**src/rtl/serial_write_if.sv**
```systemverilog
// ---------------------------------------------------------------------------
// serial_write_if
// Byte-queue side of the serial_write UART transmitter.
//   data_in  : byte offered by the producer
//   write    : single-cycle strobe, queue data_in this cycle
//   full     : FIFO holds DEPTH entries, further writes are dropped
//   overflow : one-cycle pulse after a write that hit a full FIFO
//   busy     : FIFO non-empty or a frame is on the line
// master = producer side, slave = transmitter side.
// ---------------------------------------------------------------------------
interface serial_write_if;
   logic [7:0] data_in;
   logic       write;
   logic       full;
   logic       overflow;
   logic       busy;

   modport master (
      output data_in,
      output write,
      input  full,
      input  overflow,
      input  busy
   );

   modport slave (
      input  data_in,
      input  write,
      output full,
      output overflow,
      output busy
   );
endinterface

```
**src/rtl/serial_write.sv**
```systemverilog
// ---------------------------------------------------------------------------
// serial_write
// UART transmitter, 8N1 framing (start bit, 8 data bits LSB first, stop bit).
// A small FIFO absorbs bursts from the producer; frames queued back-to-back
// leave the line with no idle gap between them.
//   CLOCK_24 : system clock, rising edge
//   rst_n    : asynchronous active-low reset, aborts any frame in flight
//   bus      : serial_write_if.slave (data_in, write, full, overflow, busy)
//   tx       : serial line, idles high, driven straight from a register
// ---------------------------------------------------------------------------
module serial_write #(
   parameter int CLK_FREQ     = 24000000,
   parameter int BAUD         = 115200,
   parameter int CLKS_PER_BIT = CLK_FREQ / BAUD,
   parameter int DEPTH        = 4
) (
   input  logic          CLOCK_24,
   input  logic          rst_n,
   serial_write_if.slave bus,
   output logic          tx
);

   localparam int PTR_W  = $clog2(DEPTH);
   localparam int CNT_W  = PTR_W + 1;
   localparam int BAUD_W = (CLKS_PER_BIT > 1) ? $clog2(CLKS_PER_BIT) : 1;

   localparam logic [BAUD_W-1:0] BAUD_LAST  = BAUD_W'(CLKS_PER_BIT - 1);
   localparam logic [CNT_W-1:0]  COUNT_FULL = CNT_W'(DEPTH);

   typedef enum logic [1:0] {
      IDLE,
      START,
      DATA,
      STOP
   } state_t;

   state_t            state;
   state_t            state_next;
   logic [BAUD_W-1:0] baud_cnt;
   logic [BAUD_W-1:0] baud_next;
   logic [2:0]        bit_cnt;
   logic [2:0]        bit_next;
   logic [7:0]        shift;
   logic [7:0]        shift_next;
   logic              tx_next;

   logic [7:0]        fifo_mem [DEPTH];
   logic [PTR_W-1:0]  wr_ptr;
   logic [PTR_W-1:0]  rd_ptr;
   logic [CNT_W-1:0]  count;
   logic [CNT_W-1:0]  count_next;

   logic              full_int;
   logic              fifo_empty;
   logic              accept;
   logic              pop;
   logic              bit_done;
   logic              overflow_reg;
   logic              busy_reg;
   logic              busy_next;

   // full comes from the registered occupancy, so a pop in the same cycle
   // does not open a slot for a write that arrives while full
   assign full_int   = (count == COUNT_FULL);
   assign fifo_empty = (count == '0);
   assign accept     = bus.write && !full_int;
   assign bit_done   = (baud_cnt == BAUD_LAST);
   assign count_next = count + CNT_W'(accept) - CNT_W'(pop);

   // busy looks ahead at the next occupancy and state so that it rises on
   // the accepting edge and falls on the edge where the last stop bit ends
   assign busy_next  = (count_next != '0) || (state_next != IDLE);

   assign bus.full     = full_int;
   assign bus.overflow = overflow_reg;
   assign bus.busy     = busy_reg;

   // FIFO storage, pointers and occupancy; pointers wrap naturally at DEPTH
   always_ff @(posedge CLOCK_24 or negedge rst_n) begin
      if (!rst_n) begin
         for (int i = 0; i < DEPTH; i++) begin
            fifo_mem[i] <= '0;
         end
         wr_ptr       <= '0;
         rd_ptr       <= '0;
         count        <= '0;
         overflow_reg <= 1'b0;
         busy_reg     <= 1'b0;
      end else begin
         if (accept) begin
            fifo_mem[wr_ptr] <= bus.data_in;
            wr_ptr           <= wr_ptr + PTR_W'(1);
         end
         if (pop) begin
            rd_ptr <= rd_ptr + PTR_W'(1);
         end
         count        <= count_next;
         overflow_reg <= bus.write && full_int;
         busy_reg     <= busy_next;
      end
   end

   // Transmit state register; tx resets high at once so a frame cut short
   // by reset never leaves the line low
   always_ff @(posedge CLOCK_24 or negedge rst_n) begin
      if (!rst_n) begin
         state    <= IDLE;
         baud_cnt <= '0;
         bit_cnt  <= '0;
         shift    <= '0;
         tx       <= 1'b1;
      end else begin
         state    <= state_next;
         baud_cnt <= baud_next;
         bit_cnt  <= bit_next;
         shift    <= shift_next;
         tx       <= tx_next;
      end
   end

   // Next-state logic. Every bit lasts CLKS_PER_BIT cycles; tx is loaded one
   // edge ahead with the level of the bit that starts on that edge. STOP
   // chains straight into START when more data is queued so frames abut.
   always_comb begin
      state_next = state;
      baud_next  = baud_cnt;
      bit_next   = bit_cnt;
      shift_next = shift;
      tx_next    = tx;
      pop        = 1'b0;

      case (state)
         IDLE: begin
            tx_next   = 1'b1;
            baud_next = '0;
            if (!fifo_empty) begin
               pop        = 1'b1;
               shift_next = fifo_mem[rd_ptr];
               tx_next    = 1'b0;
               state_next = START;
            end
         end

         START: begin
            if (bit_done) begin
               baud_next  = '0;
               bit_next   = '0;
               tx_next    = shift[0];
               state_next = DATA;
            end else begin
               baud_next = baud_cnt + BAUD_W'(1);
            end
         end

         DATA: begin
            if (bit_done) begin
               baud_next = '0;
               if (bit_cnt == 3'd7) begin
                  tx_next    = 1'b1;
                  state_next = STOP;
               end else begin
                  shift_next = {1'b0, shift[7:1]};
                  tx_next    = shift[1];
                  bit_next   = bit_cnt + 3'd1;
               end
            end else begin
               baud_next = baud_cnt + BAUD_W'(1);
            end
         end

         STOP: begin
            if (bit_done) begin
               baud_next = '0;
               if (!fifo_empty) begin
                  pop        = 1'b1;
                  shift_next = fifo_mem[rd_ptr];
                  tx_next    = 1'b0;
                  state_next = START;
               end else begin
                  tx_next    = 1'b1;
                  state_next = IDLE;
               end
            end else begin
               baud_next = baud_cnt + BAUD_W'(1);
            end
         end

         default: begin
            tx_next    = 1'b1;
            baud_next  = '0;
            state_next = IDLE;
         end
      endcase
   end

endmodule
```
**src/flat_wrapper.sv**
```systemverilog
// flat-port wrapper written by rule: the top's interface ports become plain ports
module serial_write_flat 
#(
   parameter int CLK_FREQ     = 24000000,
   parameter int BAUD         = 115200,
   parameter int CLKS_PER_BIT = CLK_FREQ / BAUD,
   parameter int DEPTH        = 4
)
  (CLOCK_24, rst_n, tx, bus_data_in, bus_write, bus_full, bus_overflow, bus_busy);
  serial_write_if bus_i ();
  input  logic CLOCK_24;
  input  logic rst_n;
  output logic tx;
  input wire logic [$bits(bus_i.data_in)-1:0] bus_data_in;
  input wire logic [$bits(bus_i.write)-1:0] bus_write;
  output wire logic [$bits(bus_i.full)-1:0] bus_full;
  output wire logic [$bits(bus_i.overflow)-1:0] bus_overflow;
  output wire logic [$bits(bus_i.busy)-1:0] bus_busy;
  assign bus_i.data_in = bus_data_in;
  assign bus_i.write = bus_write;
  assign bus_full = bus_i.full;
  assign bus_overflow = bus_i.overflow;
  assign bus_busy = bus_i.busy;
  serial_write #(.CLK_FREQ(CLK_FREQ), .BAUD(BAUD), .CLKS_PER_BIT(CLKS_PER_BIT), .DEPTH(DEPTH)) u_core (.CLOCK_24(CLOCK_24), .rst_n(rst_n), .bus(bus_i), .tx(tx));
endmodule
```
**config.mk**
```make
export PLATFORM = sky130hd
export DESIGN_NAME = serial_write_flat
export DESIGN_NICKNAME = d
export VERILOG_FILES = /design/src/rtl/serial_write_if.sv /design/src/rtl/serial_write.sv /design/src/flat_wrapper.sv
export SDC_FILE = /design/constraint.sdc
export NUM_CORES = 1
export LEC_CHECK = 0
export CORE_MARGIN = 3
export CORE_UTILIZATION = 35
export CTS_CLUSTER_SIZE = 12
export DETAILED_ROUTE_END_ITERATION = 6
export GPL_TIMING_DRIVEN = 1
export HOLD_SLACK_MARGIN = 0.12
export REMOVE_ABC_BUFFERS = 1
export SLEW_MARGIN = 0
export SYNTH_ARGS = -nofsm -noshare
export SYNTH_HDL_FRONTEND = slang
export SYNTH_SLANG_ARGS = --single-unit
```
**constraint.sdc**
```tcl
create_clock -name CLOCK_24 -period 7.2 [get_ports CLOCK_24]
set_clock_uncertainty 0.1 [all_clocks]
set_input_delay 1.44 -clock CLOCK_24 [delete_from_list [all_inputs] [get_ports CLOCK_24]]
set_output_delay 1.44 -clock CLOCK_24 [all_outputs]
set_load 0.03 [all_outputs]
```
==> reports/metrics.yaml, run 1 <==
worstSetupStartpoint: "bus_write"
top_regs: "u_core.fifo_mem x32, u_core.baud_cnt x8, u_core.shift x8"
path_cells: "clkdlybuf4s50_1 -> nor2b_1 -> ha_1 -> inv_1 -> fa_1 -> xnor2_1 -> xnor2_1 -> nor3_1 -> o211ai_1"
hold_buffers: 0
synth_top_family_by_area: "multiplexers"
syn_area_um2: 3140
synth_compound_area_share_pct: 3.70
multi_input_area_um2: 1460
cts_inserted_buffers: 9
status: "finished clean"
largest-register: "u_core.fifo_mem"
grt_start_max_net_pins: 64
antenna_found_initial: 0
globalRouteTotalUtil_pct: 11.7
cts_resized: 0
ff_latch_area_um2: 1580
synthAdderAreaFrac_pct: 6.21
worstSetupStartpointType: "input port"
post_cts_buffers: 0
fin_ws_ns: 3.61
routed_wl_um: 5190
drive_gt1_share_pct: 33.3
fmax_mhz: 278
die-area_um2: 10200
leakage_nw: 1.52
slew_violations: 0
critPathMaxStageDelay_ns: 0.56
nets: 273
slew_headroom_pct: 47.3
cts.sinks: 63
hold_viol: 0
rsz0062_at_grt: "false"
start_util_pct: 37.1
ant_nets: 0
routed-via-count: 1773
die_w_um: 101
rr_worst_depth: 13
dieHeight_um: 101
grt_pass1_wl_um: 9140
setup_viol: 0
largest_reg_flops: 32
dpl_worst_slack_ns: 3.21
diodes: 0
yosys_register_bits: 63
hold_path.class: "reg -> reg"
first_pass_iters: 4
io_buffers: 14
syn2layout_area_growth_pct: 12.6
ys_types: 42
initialDrtViolationCount: 54
worstSetupEndpoint: "u_core.bus.busy"
globalplace.congestion: 0.750
layout_commonest_cell: "dfrtp_1"
finalCriticalPeriod_ns: 3.59
r2r_setup_slack_ns: 4.17
wl_per_cell_um: 14.5
cts_buffer_depth: 2
place.detailed.hpwl_um: 3490
crit_slowest_cell: "nor2b_1"
peakVddDrop_mv: 0.158
synth-xor-area-share_pct: 3.06
rr_startpoint: "u_core.state[0]"
synthMuxAreaShare_pct: 25.0
via_per_inst: 4.97
drv_cap: 0
powerDensity_nw_per_um2: 424
cp-end-kind: "flop"
totalPowerFinal_mw: 1.50
synthCells: 229
worstPathArrival_ns: 3.71
grt_pass1_vias: 1825
finalCritPeriodShare_pct: 49.9
final_cell_mix: "62 x dfrtp_1, 40 x mux2_2, 14 x ha_1"
rows: 33
crit_required_ns: 7.31
yosysWarnings: 0
avgSynthCellArea_um2: 13.7
synth_seq_area_share_pct: 50.2
n_fill_cell: 775
io_pins: 15
htree_levels: 3
tightestPinTransition_ns: 0.791
fin_util_pct: 41.8
ctsRootBufferMaster: "clkbuf_8"
drc: 0
worstPathMaxFanout: 8
clock_latency_ns: 0.33
grt-ovfl-total: 0
rr_endpoint: "u_core.bus.busy"
fp.coreArea_um2: 8460
clk_pin_slew_ns: 0.07
cts_tree: "built"
yosys.area_share.simple_pct: 8.56
tns_ns: 0
criticalPathCategory: "in -> reg"
crit_top_cell: "xnor2_1"
[worst min path at each step]
stage / start / to / slack (ns) / depth (start not counted)
2_1_floorplan: u_core.baud_cnt[0] / u_core.baud_cnt[0] / 0.34 / 1
3_3_place_gp: u_core.baud_cnt[0] / u_core.baud_cnt[0] / 0.37 / 1
3_5_place_dp: u_core.baud_cnt[0] / u_core.baud_cnt[0] / 0.38 / 1
4_1_cts: u_core.baud_cnt[0] / u_core.baud_cnt[0] / 0.39 / 1
5_1_grt: u_core.baud_cnt[0] / u_core.baud_cnt[0] / 0.41 / 1
6_report: u_core.baud_cnt[0] / u_core.baud_cnt[0] / 0.38 / 1
[power by group]
| part | total (mW) | switching, mW | internal, mW |
|---|---|---|---|
| Sequential | 0.624 | 0.112 | 0.512 |
| Clock | 0.284 | 0.139 | 0.144 |
| Combinational | 0.593 | 0.225 | 0.368 |
| Total | 1.50 | 0.476 | 1.02 |
[cell type report]
class / count / area share, %
flip-flops and latches: 63 / 44.6
repair buffers: 15 / 4.03
clock inverters: 4 / 0.848
multi-input cells: 147 / 41.3
inverters: 11 / 1.17
clock buffers: 12 / 4.38
well taps: 105 / 3.71
[stage by stage]
| stage | cells | hold slack (ns) | instance area [um2] |
|---|---|---|---|
| floorplan | 221 | 0.344 | 3080 |
| global placement | 341 | 0.368 | 3360 |
| detailed placement | 341 | 0.376 | 3360 |
| CTS | 357 | 0.386 | 3540 |
| global route | 357 | 0.406 | 3540 |
| finish | 357 | 0.380 | 3540 |
[worst max-delay path: cells and delay by family]
kind	cells	cell delay, ns
buffers and inverters	2	0.52
xor gates and xnor gates	2	0.28
AOI/OAI and AO/OA	1	0.10
and+or+nand+nor	2	0.71
adders and majority gates	2	0.66
[synth_stat cells, drive strengths merged]
library cell	n	area [um2]
mux2	49	582
and3b	1	10.0
fa	1	20.0
o211ai	2	15.0
nor2b	3	18.8
nand4bb	1	11.3
nor2	7	33.8
buf	6	55.1
mux2i	2	20.0
dfstp	1	26.3
o21ai	4	20.0
a22o	1	8.76
or2	1	6.26
dfrtp	62	1550
a221o	2	20.0
xor2	4	35.0
and2	1	6.26
inv	11	41.3
a21boi	1	11.3
nand3	5	25.0
nor3b	2	20.0
nand2	11	51.3
and4bb	1	12.5
a21oi	2	10.0
xnor2	7	61.3
or3	2	17.5
a31oi	2	12.5
and3	1	6.26
o21a	1	7.51
o221a	1	11.3
ha	14	175
nor3	10	50.1
clkbuf	2	7.51
mux4	8	184
[cells by family (layout without fill, tap and decap cells)]
kind of cell / after synthesis / in the layout
AOI/OAI and AO/OA: 16 / 16
adders and majority gates: 15 / 15
and+or+nand+nor: 46 / 46
DFF: 63 / 63
muxes: 59 / 59
xor gates and xnor gates: 11 / 11
buffers and inverters: 19 / 42
[per-layer routing]
| layer | vias up | track usage (%) | wire [um] |
|---|---|---|---|
| li1 | 852 | - | - |
| met1 | 892 | 15.2 | 2540 |
| met2 | 20 | 18.0 | 2380 |
| met3 | 9 | 3.81 | 171 |
| met4 | 0 | 4.97 | 91 |
| met5 | - | 0 | 0 |
No activity file was read; power rests on OpenSTA's default activity.
==> run 2: changes to the inputs <==
- clock period: 7.2 -> 3 ns (I/O delays scaled with it)
==> run 2 against run 1 <==
Compared with the run above:
- register-to-register slack worse by 4.0 ns
- clock-buffer cell count fell by 2
- first-iteration DRC count fell by 9.3%
- die area is the same
- combinational power increased to 2.6 times the previous value
- final cell count up 1.4%
- setup slack worse by 3.5 ns
- critical path type is now reg -> reg
- critical endpoint unchanged
- largest power group is now combinational logic
==> reports/metrics.yaml, run 2 (synthesis gave the netlist of run 1 again) <==
fp.coreArea_um2: 8460  # unchanged
path_cells: "ha_4 -> and3_4 -> a31oi_4 -> nor3_4 -> ha_1 -> inv_1 -> ha_1 -> inv_1 -> fa_1 -> xnor2_1 -> xnor2_1 -> nor3_1 -> o211ai_1"
io_buffers: 14  # unchanged
cts_inserted_buffers: 9  # unchanged
globalplace.congestion: 0.735  # -1.9%
start_util_pct: 37.1  # unchanged
crit_required_ns: 3.11  # -4.20 ns
via_per_inst: 5.06  # +1.8%
hold_path.class: "in -> async"
first_pass_iters: 4  # unchanged
largest_reg_flops: 32  # unchanged
fmax_mhz: 348
wl_per_cell_um: 15.4  # +6.1%
cts.sinks: 63  # unchanged
largest-register: "u_core.fifo_mem"
slew_violations: 0  # unchanged
worstPathMaxFanout: 3  # -5
peakVddDrop_mv: 0.404  # +160%
routed-via-count: 1830  # +3.2%
initialDrtViolationCount: 49  # -9.3%
htree_levels: 3  # unchanged
grt-ovfl-total: 0  # unchanged
ant_nets: 0  # unchanged
place.detailed.hpwl_um: 3660  # +4.8%
fin_util_pct: 43.3  # +1.5 points
syn2layout_area_growth_pct: 16.7
finalCriticalPeriod_ns: 2.87
cp-end-kind: "flop"
layout_commonest_cell: "dfrtp_1"
crit_slowest_cell: "dfrtp_1"
clock_latency_ns: 0.34  # about the same
leakage_nw: 1.56  # +3.0%
die-area_um2: 10200  # unchanged
dieHeight_um: 101  # unchanged
criticalPathCategory: "reg -> reg"
drive_gt1_share_pct: 36.6  # +3.2 points
drc: 0  # unchanged
top_regs: "u_core.fifo_mem x32, u_core.baud_cnt x8, u_core.shift x8"
worstPathArrival_ns: 2.98  # -0.73 ns
powerDensity_nw_per_um2: 1050  # +150%
critPathMaxStageDelay_ns: 0.42  # -0.14 ns
grt_start_max_net_pins: 64  # unchanged
globalRouteTotalUtil_pct: 12.2  # +0.50 points
grt_pass1_vias: 2016  # +10%
io_pins: 15  # unchanged
ctsRootBufferMaster: "clkbuf_8"
grt_pass1_wl_um: 9530  # +4.3%
cts_buffer_depth: 2  # unchanged
hold_buffers: 0  # unchanged
antenna_found_initial: 0  # unchanged
hold_viol: 0  # unchanged
rows: 33  # unchanged
whs_ns: 0.322  # -0.0585 ns
setup_viol: 0  # unchanged
nets: 278  # +1.8%
slew_headroom_pct: 46.0  # -1.3 points
finalCritPeriodShare_pct: 95.7
cts_tree: "built"
path_buf_inv: 2  # unchanged
clk_pin_slew_ns: 0.07  # about the same
critical-path-top-delay-family: "adder cells"
die_w_um: 101  # unchanged
routed_wl_um: 5580  # +7.6%
worstSetupStartpointType: "flop"
diodes: 0  # unchanged
tightestPinTransition_ns: 0.810  # +0.0195 ns
n_fill_cell: 791  # +2.1%
status: "finished clean"
drv_cap: 0  # unchanged
final_cell_mix: "62 x dfrtp_1, 40 x mux2_2, 13 x clkdlybuf4s50_1"
[run 2: worst paths after layout]
kind                                       endpoint  slack, ns                 from  cells after the start
max in group asynchronous       u_core.fifo_mem[17]       1.94                rst_n                      2
worst min-delay path             u_core.baud_cnt[2]       0.32                rst_n                      2
worst min register to register  u_core.fifo_mem[31]       0.40  u_core.fifo_mem[31]                      1
worst max register to register      u_core.bus.busy       0.13   u_core.baud_cnt[0]                     13
min in group CLOCK_24           u_core.fifo_mem[31]       0.40  u_core.fifo_mem[31]                      1
worst max-delay path                u_core.bus.busy       0.13   u_core.baud_cnt[0]                     13
[run 2: through the flow]
stage | setup slack [ns] | instance area (um2) | total power [mW] | std cells | setup TNS [ns]
6_report | 0.130 | 3670 | 3.84 | 362 | 0
5_1_grt | -0.0135 | 3670 | 4.13 | 362 | -0.0135
2_1_floorplan | 0.253 | 3080 | 2.63 | 221 | 0
3_5_place_dp | 0.0981 | 3390 | 2.99 | 345 | 0
4_1_cts | 0.0142 | 3600 | 3.84 | 361 | 0
3_3_place_gp | 0.164 | 3390 | 2.95 | 345 | 0
[run 2: metal layers]
layer,vias to the layer above,part of all wire (%),track usage (%)
li1,862,-,-
met1,939,47,15.4
met2,21,48,19.2
met3,8,3.6,4.57
met4,0,1.4,4.35
met5,-,0,0
[run 2: power breakdown]
| group | switching, mW | total (mW) | internal [mW] |
|---|---|---|---|
| logic | 0.588 | 1.52 | 0.935 |
| clock network | 0.343 | 0.817 | 0.474 |
| registers | 0.270 | 1.50 | 1.23 |
[run 2: layout make-up]
type	instances	area [um2]	area share [%]
Inverter	11	41.3	1.13
Timing Repair Buffer	20	180	4.91
Clock buffer	10	128	3.48
Sequential cell	63	1580	43.0
Tap cell	105	131	3.58
Multi-Input combinational cell	147	1520	41.4
Clock inverter	6	91.3	2.49
[run 2: timing repair]
item	4_1_cts	5_1_grt
endpoints found under the hold margin	0	0
gates resized for setup	0	8
endpoints found under the setup margin	0	1
setup buffers	0	1
[run 2: worst reg2reg max path, stage by stage, from the launching register on]
cell	delay [ns]
dfrtp_1	0.42
ha_4	0.19
and3_4	0.19
a31oi_4	0.23
nor3_4	0.06
ha_1	0.30
inv_1	0.06
ha_1	0.12
inv_1	0.05
fa_1	0.40
xnor2_1	0.14
xnor2_1	0.15
nor3_1	0.22
o211ai_1	0.12
